File: src/rtl/lmsm_sequencer_if.sv
// Handshake and bus bundle between the multicycle control FSM and the LM/SM sequencer.
// The master side requests sequences and acknowledges transfers; the slave side is the sequencer.
interface lmsm_sequencer_if #(
  parameter int ADDR_W = 16
);
  logic              start;
  logic [7:0]        reg_list;
  logic [ADDR_W-1:0] base_addr;
  logic              ack;
  logic              busy;
  logic              valid;
  logic [2:0]        sel;
  logic [ADDR_W-1:0] addr;
  logic [3:0]        count;
  logic              done;

  modport master (
    output start, reg_list, base_addr, ack,
    input  busy, valid, sel, addr, count, done
  );

  modport slave (
    input  start, reg_list, base_addr, ack,
    output busy, valid, sel, addr, count, done
  );
endinterface

File: src/rtl/lmsm_sequencer.sv
// LM/SM register-select sequencer: walks the register bitmap lowest-first, one transfer per ack.
// Latency: start -> first valid in 1 cycle; empty list -> done in 1 cycle; done lasts 1 cycle.
// Backpressure: ack low holds sel/addr/count stable indefinitely; start outside IDLE is dropped.
module lmsm_sequencer #(
  parameter int ADDR_W    = 16,
  parameter int ADDR_STEP = 1
) (
  input  logic                clk,
  input  logic                reset,
  lmsm_sequencer_if.slave     bus
);

  typedef enum logic [1:0] {
    IDLE = 2'd0,
    STEP = 2'd1,
    DONE = 2'd2
  } state_t;

  state_t            state_q, state_n;
  logic [7:0]        pending_q, pending_n;
  logic [ADDR_W-1:0] addr_q, addr_n;
  logic [3:0]        count_q, count_n;
  logic [2:0]        sel_w;
  logic [7:0]        pending_cleared;

  // Lowest set bit wins; scanning high-to-low lets the last hit be the lowest index.
  always_comb begin
    sel_w = 3'd0;
    for (int i = 7; i >= 0; i--) begin
      if (pending_q[i]) begin
        sel_w = 3'(i);
      end
    end
  end

  assign pending_cleared = pending_q & ~(8'd1 << sel_w);

  always_ff @(posedge clk or posedge reset) begin
    if (reset) begin
      state_q   <= IDLE;
      pending_q <= 8'd0;
      addr_q    <= '0;
      count_q   <= 4'd0;
    end else begin
      state_q   <= state_n;
      pending_q <= pending_n;
      addr_q    <= addr_n;
      count_q   <= count_n;
    end
  end

  always_comb begin
    state_n   = state_q;
    pending_n = pending_q;
    addr_n    = addr_q;
    count_n   = count_q;

    unique case (state_q)
      IDLE: begin
        if (bus.start) begin
          pending_n = bus.reg_list;
          addr_n    = bus.base_addr;
          count_n   = 4'd0;
          state_n   = (bus.reg_list != 8'd0) ? STEP : DONE;
        end
      end

      STEP: begin
        if (bus.ack) begin
          pending_n = pending_cleared;
          addr_n    = addr_q + ADDR_W'(ADDR_STEP);
          count_n   = count_q + 4'd1;
          if (pending_cleared == 8'd0) begin
            state_n = DONE;
          end
        end
      end

      DONE: begin
        state_n = IDLE;
      end

      default: begin
        state_n = IDLE;
      end
    endcase
  end

  // Every output is a decode of registered state, so reset clears them without a clock edge.
  assign bus.valid = (state_q == STEP);
  assign bus.busy  = (state_q == STEP) || (state_q == DONE);
  assign bus.done  = (state_q == DONE);
  assign bus.sel   = sel_w;
  assign bus.addr  = addr_q;
  assign bus.count = count_q;

endmodule

File: src/flat_wrapper.sv
// flat-port wrapper written by rule: the top's interface ports become plain ports
module lmsm_sequencer_flat 
#(
  parameter int ADDR_W    = 16,
  parameter int ADDR_STEP = 1
)
  (clk, reset, bus_start, bus_reg_list, bus_base_addr, bus_ack, bus_busy, bus_valid, bus_sel, bus_addr, bus_count, bus_done);
  lmsm_sequencer_if #(.ADDR_W(ADDR_W)) bus_i ();
  input  logic clk;
  input  logic reset;
  input wire logic [$bits(bus_i.start)-1:0] bus_start;
  input wire logic [$bits(bus_i.reg_list)-1:0] bus_reg_list;
  input wire logic [$bits(bus_i.base_addr)-1:0] bus_base_addr;
  input wire logic [$bits(bus_i.ack)-1:0] bus_ack;
  output wire logic [$bits(bus_i.busy)-1:0] bus_busy;
  output wire logic [$bits(bus_i.valid)-1:0] bus_valid;
  output wire logic [$bits(bus_i.sel)-1:0] bus_sel;
  output wire logic [$bits(bus_i.addr)-1:0] bus_addr;
  output wire logic [$bits(bus_i.count)-1:0] bus_count;
  output wire logic [$bits(bus_i.done)-1:0] bus_done;
  assign bus_i.start = bus_start;
  assign bus_i.reg_list = bus_reg_list;
  assign bus_i.base_addr = bus_base_addr;
  assign bus_i.ack = bus_ack;
  assign bus_busy = bus_i.busy;
  assign bus_valid = bus_i.valid;
  assign bus_sel = bus_i.sel;
  assign bus_addr = bus_i.addr;
  assign bus_count = bus_i.count;
  assign bus_done = bus_i.done;
  lmsm_sequencer #(.ADDR_W(ADDR_W), .ADDR_STEP(ADDR_STEP)) u_core (.clk(clk), .reset(reset), .bus(bus_i));
endmodule
File: config.mk
export PLATFORM = sky130hd
export DESIGN_NAME = lmsm_sequencer_flat
export DESIGN_NICKNAME = d
export VERILOG_FILES = /design/src/rtl/lmsm_sequencer_if.sv /design/src/rtl/lmsm_sequencer.sv /design/src/flat_wrapper.sv
export SDC_FILE = /design/constraint.sdc
export NUM_CORES = 1
export LEC_CHECK = 0
export BUFFER_PORTS_ARGS = -buffer_cell sky130_fd_sc_hd__buf_2
export CORE_MARGIN = 1
export CORE_UTILIZATION = 58
export DETAILED_ROUTE_END_ITERATION = 10
export PLACE_DENSITY_LB_ADDON = 0.1
export REMOVE_ABC_BUFFERS = 1
export SYNTH_ARGS = -nofsm -noshare
export SYNTH_HDL_FRONTEND = slang
export SYNTH_SLANG_ARGS = --single-unit
File: constraint.sdc
create_clock -name clk -period 5 [get_ports clk]
set_input_delay 1.5 -clock clk [delete_from_list [all_inputs] [get_ports clk]]
set_output_delay 1.5 -clock clk [all_outputs]
set_load 0.05 [all_outputs]
# [Yosys cells after proc, flatten, opt, wreduce, memory -nomap -nowiden]
# Index checks and enable logic that the tools add are counted.
[classes] reduce_logical=7 eq_ne=5 shifts=1 bitwise=2 addsub=2 muxes=22
[op_table] operator="$mux W16" n=2
[op_table] operator="$pmux W16 S2" n=1
[op_table] operator="$mux W3" n=8
[op_table] operator="$add A16 B1 Y16 const B" n=1
[op_table] operator="$mux W8" n=2
[op_table] operator="$pmux W8 S2" n=1
[op_table] operator="$and A8 B8 Y8" n=1
[op_table] operator="$logic_not A8 Y1" n=1
[op_table] operator="$mux W2" n=4
[op_table] operator="$mux W4" n=2
[op_table] operator="$not A8 Y8" n=1
[op_table] operator="$pmux W4 S2" n=1
[op_table] operator="$reduce_bool A8 Y1" n=1
[op_table] operator="$shl A1 B3 Y8 const A" n=1
[op_table] operator="$reduce_and A3 Y1" n=2
[op_table] operator="$add A4 B1 Y4 const B" n=1
[op_table] operator="$ne A2 B2 Y1 const B" n=2
[op_table] operator="$pmux W2 S2" n=1
[op_table] operator="$eq A2 B1 Y1 const B" n=1
[op_table] operator="$eq A2 B2 Y1 const B" n=1
[op_table] operator="$logic_not A2 Y1" n=1
[op_table] operator="$ne A2 B1 Y1 const B" n=1
[op_table] operator="$reduce_bool A2 Y1" n=1
[op_table] operator="$logic_or A1 B1 Y1" n=1
[totals] reg_bits=30 input_bits=28 output_inout_bits=26

# [Depth between registers and ports, before layout]
[depth] word_depth=15 depth_mapped=10 mapped_depth_nobuf=7

# [Least setup slack after synthesis]
# OpenSTA, ideal clock, no wires.
[synth_timing] path_type="reg2out" start="register u_core.pending_q[4]" end="output bus_sel[1]" path_stages_with_launch=4 path_slack_ns=1.501 required_time_ns=3.500 arrival_ns=1.999 n_path_buf=0 path_cell_list="dfrtp_1 -> nor2_1 -> o21ai_0 -> a211oi_1"
[synth_between] elab_chain_cells=5
[synth_rtl] item="start: declaration" line_no="lmsm_sequencer.sv:20" rtl="logic [7:0] pending_q, pending_n;"
[synth_rtl] item="start signal: assignment" line_no="lmsm_sequencer.sv:46" rtl="pending_q <= pending_n;"
[synth_rtl] item="$mux W3 (5 in a row)" line_no="lmsm_sequencer.sv:30" rtl="if (pending_q[i]) begin"
[synth_rtl] item="end: declaration" line_no="flat_wrapper.sv:17" rtl="output wire logic [$bits(bus_i.sel)-1:0] bus_sel;"
# Every way passes these cells.

# [Worst setup path in the final report]
[layout_timing] start="register u_core.pending_q[0]" end="output bus_sel[2]"
[layout_between] elab_chain_cells=1
[layout_rtl] item="$mux W3" line_no="lmsm_sequencer.sv:30"
# Every way passes these cells.

==> run summary <==
DR vias/cell = 6.21
required time of the critical path = 3.50 ns
die width = 63.4 um
Vias = 2235
Crit path max-delay family = simple AND/OR/NAND/NOR gates
asr flop ratio synth = 1.00
CP Cell Sequence = or4_4 > a21oi_1 > buf_2
hold_buf cts = 0
Gate Count Post-Synth = 265
Top FF cell, synth = dfrtp_1
Synth warnings = 0
clock latency at the later pin of the worst-skew pair = 0.28 ns
clock period minus final worst setup slack = 3.28 ns
Clock Tree Buf Depth = 2
# DRC = 0
post-synthesis register bit count = 30
Setup CP Type = flip-flop to output port
post_cts resized = 0
H-Tree Depth = 2
Final #Nets = 347
clock buffer count from CTS = 5
Final Wtd Congestion = 0.834
synth unique cells = 51
Max Fclk = 0.305 GHz
n_diodes = 0
worst-path fanout max = 9
number of global-route vias before repair = 1926
Layout Skew = 0.00777 ns
Die Y = 63.4 um
number of post-CTS setup repair buffers = 0
Final ANT Viol Nets = 0
status = finished, final reports clean
Pre-antenna DRT Iters = 5
CP max stage cell = or4_4
max incr delay on CP = 0.61 ns
setup_tns = 0 ns
grt total ovfl = 0
Post-synth EDFFs = 0
CTS Root Cell = clkbuf_8
full die area = 4020 um2
final setup vio count = 0
initial antenna violation count = 0
WL final = 5530 um
Buffers on Ports = 53
share of post-route cells with drive strength above 1 = 0.255
Starting Density = 0.630
Max Slew Vio Count = 0
largest net degree at the start of global routing = 50
most common cell after layout, fill and taps aside = buf_2
CP Capture Type = output port
Fin. Hold Viols = 0
worst slew pin tran = 0.859 ns
first-pass GRT wire length = 9000 um
area grow syn2layout = 15.2%
TritonCTS Sinks = 30
unrepaired setup endpoints after global routing = no
max-cap violations = 0
sequential area share after synthesis = 0.343
Site Rows = 21
Core Box Area = 3470 um2
Cell Area, Synth = 2190 um2
dpl hpwl = 3810 um
Mapped Avg Cell Area = 8.25 um2
HP Class = flip-flop to flip-flop
Starting DRT DRC Count = 207
critical path buffer and inverter count = 1
Critical Path Start Type = flip-flop
CTS tree = built
fin crit share = 0.655
Arrival @ worst endpoint = 1.78 ns
total I/O pin count = 54
clock-pin slew on the worst setup and hold paths = 0.06 ns
GRT Total Usage = 0.285
most frequent cells in the layout = buf_2, nor2_1, dfrtp_1, nand2_1, o21ai_0
Avg WL per Cell = 15.4 um
Slew HR = 0.425
## sequential cells by signal, indices dropped and copies added, names as in the netlist
signal            flops
u_core.bus.addr      16
u_core.state_q        2
u_core.bus.count      4
u_core.pending_q      8
## stage by stage
step                 util  cell area, um2  cells  hold WS [ns]  worst slack (ns)
floorplan               -            2090    250         0.514              1.50
CTS                 0.726            2520    360         0.548              1.72
global route        0.726            2520    360         0.588              1.67
global placement    0.704            2440    353         0.523              1.99
finish              0.726            2520    360         0.543              1.72
detailed placement  0.704            2440    353         0.533              1.98
## worst paths after layout
path | start | endpoint | slack (ns) | cells past startpoint
worst max-delay path | u_core.pending_q[0]$_DFFE_PP0P_ | bus_sel[2] | 1.72 | 3
worst min-delay path | u_core.bus.count[3]$_DFFE_PP0P_ | u_core.bus.count[3]$_DFFE_PP0P_ | 0.54 | 2
worst max register to register | u_core.state_q[1]$_DFFE_PP0P_ | u_core.bus.count[3]$_DFFE_PP0P_ | 2.30 | 8
worst min register to register | u_core.bus.count[3]$_DFFE_PP0P_ | u_core.bus.count[3]$_DFFE_PP0P_ | 0.54 | 2
max in group asynchronous | reset | u_core.bus.addr[0]$_DFFE_PP0P_ | 3.42 | 3
min in group asynchronous | reset | u_core.bus.addr[7]$_DFFE_PP0P_ | 1.29 | 3
## worst register-to-register path, cell delays in order, from the launching register on
cell,delay (ns)
dfrtp_1,0.38
inv_1,0.12
ha_1,0.25
buf_4,0.45
mux2i_1,0.25
nor2_1,0.70
nand4_1,0.21
xor2_1,0.16
nor2_1,0.05
## layer usage
layer | track usage | wire [um] | up-vias
li1 | - | - | 1073
met1 | 0.414 | 2540 | 1069
met2 | 0.432 | 2560 | 88
met3 | 0.0435 | 375 | 5
met4 | 0.0852 | 57 | 0
met5 | 0 | 0 | -
## cell families (layout without fill, tap and decap cells)
family / count (synthesis) / after routing / synth area share
adder cells (fa/ha/maj): 5 / 5 / 0.0286
AND/OR/NAND/NOR: 106 / 106 / 0.246
XOR/XNOR: 2 / 2 / 0.00802
multiplexers: 8 / 8 / 0.0366
buffers and inverters: 29 / 78 / 0.0687
flip-flops: 30 / 30 / 0.343
AO/OA/AOI/OAI: 85 / 85 / 0.269
## cell type report
| class | instances | area (um2) |
|---|---|---|
| well taps | 46 | 57.6 |
| inverters | 14 | 52.6 |
| repair buffers | 57 | 295 |
| clock buffers | 7 | 76.3 |
| fillers | 309 | 951 |
| multi-input cells | 206 | 1280 |
| flip-flops and latches | 30 | 751 |
## synth_stat cells, types with 2 or more instances
| cell | instances | share of area |
|---|---|---|
| a21oi_1 | 20 | 0.046 |
| clkbuf_8 | 2 | 0.013 |
| and2_1 | 2 | 0.0057 |
| o22ai_1 | 5 | 0.014 |
| nor2_1 | 30 | 0.052 |
| mux2i_1 | 8 | 0.037 |
| a211oi_1 | 3 | 0.010 |
| o21ai_0 | 21 | 0.048 |
| a41o_1 | 2 | 0.0092 |
| o221a_2 | 6 | 0.031 |
| nor3_1 | 5 | 0.011 |
| a221oi_1 | 2 | 0.0080 |
| o21a_1 | 2 | 0.0069 |
| clkbuf_1 | 4 | 0.0069 |
| buf_6 | 2 | 0.010 |
| a21boi_0 | 2 | 0.0069 |
| xor2_1 | 2 | 0.0080 |
| nor2b_1 | 3 | 0.0086 |
| o22a_1 | 2 | 0.0080 |
| nand3_1 | 16 | 0.037 |
| buf_1 | 2 | 0.0034 |
| nand4_1 | 6 | 0.017 |
| dfrtp_1 | 30 | 0.34 |
| and3_1 | 3 | 0.0086 |
| ha_1 | 5 | 0.029 |
| nand2b_1 | 6 | 0.017 |
| nand2_1 | 22 | 0.038 |
| buf_2 | 4 | 0.0092 |
| a31oi_1 | 5 | 0.014 |
| a22o_1 | 5 | 0.020 |
| nor4_1 | 5 | 0.014 |
| inv_1 | 14 | 0.024 |
Power is left out: the tool's default activity adds up to more than one toggle a clock period on the data nets, which glitch-free logic cannot reach.
